## src/rtl/fetch_queue_pkg.sv

```systemverilog
// Shared CPU definitions for the fetch stage: reset PC, nop encoding and the
// fetch-queue entry layout.
package fetch_queue_pkg;

   localparam logic [31:0] RESET_PC  = 32'h0000_3000;
   localparam logic [31:0] NOP_INSTR = 32'h0000_0000;

   typedef struct packed {
      logic [31:0] pc;
      logic [31:0] instr;
      logic        adel;
   } fetch_entry_t;

   localparam int ENTRY_W = $bits(fetch_entry_t);

   // A misaligned fetch carries a nop so nothing downstream decodes garbage.
   function automatic fetch_entry_t make_entry(input logic [31:0] pc,
                                               input logic [31:0] instr);
      fetch_entry_t e;
      e.pc    = pc;
      e.adel  = (pc[1:0] != 2'b00);
      e.instr = e.adel ? NOP_INSTR : instr;
      return e;
   endfunction

endpackage

```

## src/rtl/fq_ram.sv

```systemverilog
// DEPTH x W register array: one synchronous write port, one asynchronous
// read port. Cleared on reset.
module fq_ram #(
   parameter int DEPTH = 4,
   parameter int PTR_W = 2,
   parameter int W     = 65
) (
   input  logic             clk,
   input  logic             reset,
   input  logic             we,
   input  logic [PTR_W-1:0] waddr,
   input  logic [W-1:0]     wdata,
   input  logic [PTR_W-1:0] raddr,
   output logic [W-1:0]     rdata
);

   logic [W-1:0] mem [DEPTH];

   always_ff @(posedge clk or posedge reset) begin
      if (reset) begin
         for (int i = 0; i < DEPTH; i++) mem[i] <= '0;
      end else if (we) begin
         mem[waddr] <= wdata;
      end
   end

   assign rdata = mem[raddr];

endmodule

```

## src/rtl/fetch_queue.sv

```systemverilog
// Fetch-to-decode queue: captures {PC, instr} pairs each cycle a slot is free,
// delivers them in order under decode stall, and drives the PC write enable.
module fetch_queue
   import fetch_queue_pkg::*;
#(
   parameter int DEPTH = 4,
   parameter int PTR_W = 2,
   parameter int CNT_W = 3
) (
   input  logic             clk,
   input  logic             reset,
   input  logic [31:0]      pc_f,
   input  logic [31:0]      instr_f,
   input  logic             flush,
   input  logic             freeze_d,
   output logic             pc_we,
   output logic             d_valid,
   output logic [31:0]      d_pc,
   output logic [31:0]      d_instr,
   output logic             d_adel,
   output logic [CNT_W-1:0] count
);

   logic [PTR_W-1:0]   wr_ptr;
   logic [PTR_W-1:0]   rd_ptr;
   logic               full;
   logic               enq;
   logic               deq;
   fetch_entry_t       wr_entry;
   fetch_entry_t       rd_entry;
   logic [ENTRY_W-1:0] rd_data;

   assign full     = (count == CNT_W'(DEPTH));
   assign d_valid  = (count != '0);
   // No full-bypass: a slot freed by this cycle's dequeue is reused next cycle.
   assign enq      = ~full & ~flush;
   assign deq      = d_valid & ~freeze_d & ~flush;
   assign pc_we    = flush | ~full;
   assign wr_entry = make_entry(pc_f, instr_f);

   fq_ram #(
      .DEPTH (DEPTH),
      .PTR_W (PTR_W),
      .W     (ENTRY_W)
   ) u_ram (
      .clk   (clk),
      .reset (reset),
      .we    (enq),
      .waddr (wr_ptr),
      .wdata (wr_entry),
      .raddr (rd_ptr),
      .rdata (rd_data)
   );

   assign rd_entry = fetch_entry_t'(rd_data);
   assign d_pc     = d_valid ? rd_entry.pc    : 32'h0;
   assign d_instr  = d_valid ? rd_entry.instr : NOP_INSTR;
   assign d_adel   = d_valid & rd_entry.adel;

   // Pointers wrap naturally because DEPTH is a power of two.
   always_ff @(posedge clk or posedge reset) begin
      if (reset) begin
         wr_ptr <= '0;
         rd_ptr <= '0;
         count  <= '0;
      end else if (flush) begin
         wr_ptr <= '0;
         rd_ptr <= '0;
         count  <= '0;
      end else begin
         if (enq) wr_ptr <= wr_ptr + 1'b1;
         if (deq) rd_ptr <= rd_ptr + 1'b1;
         case ({enq, deq})
            2'b10:   count <= count + 1'b1;
            2'b01:   count <= count - 1'b1;
            default: count <= count;
         endcase
      end
   end

endmodule

```

## config.mk

```make
export PLATFORM = sky130hd
export DESIGN_NAME = fetch_queue
export DESIGN_NICKNAME = d
export VERILOG_FILES = /design/src/rtl/fetch_queue_pkg.sv /design/src/rtl/fq_ram.sv /design/src/rtl/fetch_queue.sv
export SDC_FILE = /design/constraint.sdc
export NUM_CORES = 1
export LEC_CHECK = 0
export ABC_AREA = 1
export CAP_MARGIN = 20
export CORE_MARGIN = 3
export CORE_UTILIZATION = 51
export CTS_CLUSTER_DIAMETER = 60
export DETAILED_ROUTE_END_ITERATION = 12
export MAX_ROUTING_LAYER = met4
export PLACE_DENSITY = 0.76
export SETUP_SLACK_MARGIN = 0.15
export SLEW_MARGIN = 5
export SYNTH_ARGS = -nofsm -noshare
export SYNTH_HDL_FRONTEND = slang
export SYNTH_SLANG_ARGS = --single-unit
```

## constraint.sdc

```tcl
create_clock -name clk -period 7.9 [get_ports clk]
set_input_delay 0.79 -clock clk [delete_from_list [all_inputs] [get_ports clk]]
set_output_delay 0.79 -clock clk [all_outputs]
set_load 0.005 [all_outputs]
```

==> reports/qor.yml <==
status: "completed"
peakVddDrop_mv: 0.169
cts_buffers: 28
cts_root_buf: "clkbuf_16"
drtAntennaViolNets: 0
drc: 0
numPortBuffers: 137
antenna_found_initial: 0
finalSetupViolations: 0
drive_above_1_share: 0.0407
skew_ns: 0.00948
synth_area_mm2: 0.0128
critPathRequiredTime_ns: 7.11
rsz0062_at_grt: "no"
yosys_most_used_dff: "dfrtp_1"
cp-start-kind: "register"
grt_max_degree: 128
synthTopCellsByArea: "dfrtp_1 52%, nand2_1 14%, o21ai_0 9.4%"
placedInstanceArea_mm2: 0.0141
clk_pin_slew_ns: 0.06
critPathKind: "reg2out"
crit_fanout: 72
critPathArrivalTime_ns: 3.34
grt_overflow_total: 0
synth_top_area_cell: "dfrtp_1"
die_y_um: 164
grt-busiest-layer: "met2"
use_met2: 0.392
cts_sinks: 267
insertion_delay_ns: 0.54
ys_ff_latch: 267
start_util: 0.523
grt_pass1_vias: 10513
cap_violations: 0
track_usage: 0.245
via_per_inst: 5.40
yosysTopAreaCellShare: 0.522
use_met3: 0.0253
fp.dieW_um: 164
synth_nets: 1694
finalCritPeriodShare: 0.523
antenna_cells: 0
synthTopCellsByCount: "467 x nand2_1, 267 x dfrtp_1, 240 x o21ai_0"
ioPinCount: 138
post_cts_buffers: 0
avgSynthCellArea_um2: 7.89
wire_per_inst_um: 15.9
post_cts_resized: 0
final_cell_area_mm2: 0.0150
vias: 10911
final.setup.tns_ns: 0
hpwl_um: 18100
cts_tree: "built"
fmax_mhz: 242
post-route-util: 0.615
gp_congestion: 0.786
cts_hold_buffers: 0
dr.first_iter.drc_count: 1020
max_slew_margin: 0.357
leakagePower_nw: 6.86
core_region_area_mm2: 0.0245
grt_pass1_wl_um: 52900
slew_viol_final: 0
die-area_mm2: 0.0270
postRouteWirelength_um: 32100
worst_pin_slew_ns: 0.962
synthCells: 1621
power.density_mw_per_mm2: 348
min_period_ns: 4.13
syn2layout_area_growth_pct: 17.5
ys_warn_count: 0
yosysSeqAreaShare: 0.522
finalHoldViolations: 0
critPathCaptureType: "output pin"
first_pass_iters: 6
synth-edff-count: 0
synth.distinct_cells: 24
nets: 1753
clockBufferDepth: 3
std_cell_rows: 57
hold_class: "reg2reg"
async_reset_ff_frac: 1.00
htreeDepth: 1
grtUsageMet1: 0.344
yosysMostFrequentCell: "nand2_1"
==> state kept, by name, summed over array words and instances, names as in the netlist <==
| name | flops |
|---|---|
| wr_ptr | 2 |
| rd_ptr | 2 |
| u_ram.mem | 260 |
| count | 3 |
==> worst paths after layout <==
path / start / endpoint / slack (ns) / cells after the start
worst max register to register: count[1] / u_ram.mem[130] / 4.17 / 7
worst min-delay path: u_ram.mem[235] / u_ram.mem[235] / 0.49 / 2
worst min register to register: u_ram.mem[235] / u_ram.mem[235] / 0.49 / 2
max in group asynchronous: reset / rd_ptr[0] / 5.14 / 4
min in group asynchronous: reset / u_ram.mem[120] / 0.62 / 2
worst max-delay path: rd_ptr[0] / d_pc[26] / 3.77 / 5
==> layer usage <==
layer	routed length, µm	share of wire	vias up
li1	-	-	5346
met4	506	0.016	0
met1	14400	0.45	5189
met3	2070	0.064	36
met2	15100	0.47	340
met5	0	0	-
==> power by group <==
group	internal (mW)	switching (mW)	leakage (nW)
Sequential	1.93	0.242	3.41
Clock	0.730	0.522	0.418
Combinational	0.743	1.07	3.03
Total	3.40	1.84	6.86
==> critical path, cell delays in order (launching register included) <==
cell and delay, ns:
dfrtp_4 0.80, buf_12 0.33, buf_4 0.63, o21ai_0 0.19
a21oi_1 0.28, clkdlybuf4s50_1 0.56
==> cells by family after synthesis <==
| logic type | synth area share |
|---|---|
| AOI/OAI and AO/OA | 0.218 |
| buffers and inverters | 0.0974 |
| adders and majority gates | 0.00548 |
| and+or+nand+nor | 0.157 |
| DFF | 0.522 |
==> final cells by class <==
cell class | count | area [µm²]
Clock buffer | 43 | 808
Clock inverter | 4 | 48.8
Fill cell | 2049 | 9420
Inverter | 176 | 664
Multi-Input combinational cell | 1052 | 4890
Sequential cell | 267 | 6690
Tap cell | 324 | 405
Timing Repair Buffer | 155 | 1530
==> cells in the final DEF (no fill, tap or decap), types with 11 or more instances in the layout <==
cell type / instances
nand2_1: 467
inv_1: 172
dfrtp_1: 265
a21oi_1: 131
buf_4: 16
clkbuf_16: 29
o21ai_1: 90
clkbuf_1: 11
o21ai_0: 240
clkdlybuf4s50_1: 137
nor2_1: 36
o211ai_1: 65
==> through the flow <==
stage,setup WS (ns),power [mW],hold slack (ns),std cells
finish,3.77,5.24,0.491,2021
global route,3.52,5.61,0.508,2021
CTS,3.60,5.25,0.493,2019
detailed placement,3.60,3.99,0.481,1972
global placement,3.67,3.92,0.473,1972
floorplan,3.58,3.27,0.459,1621
Note: power is estimated with default switching activity, not from simulation.
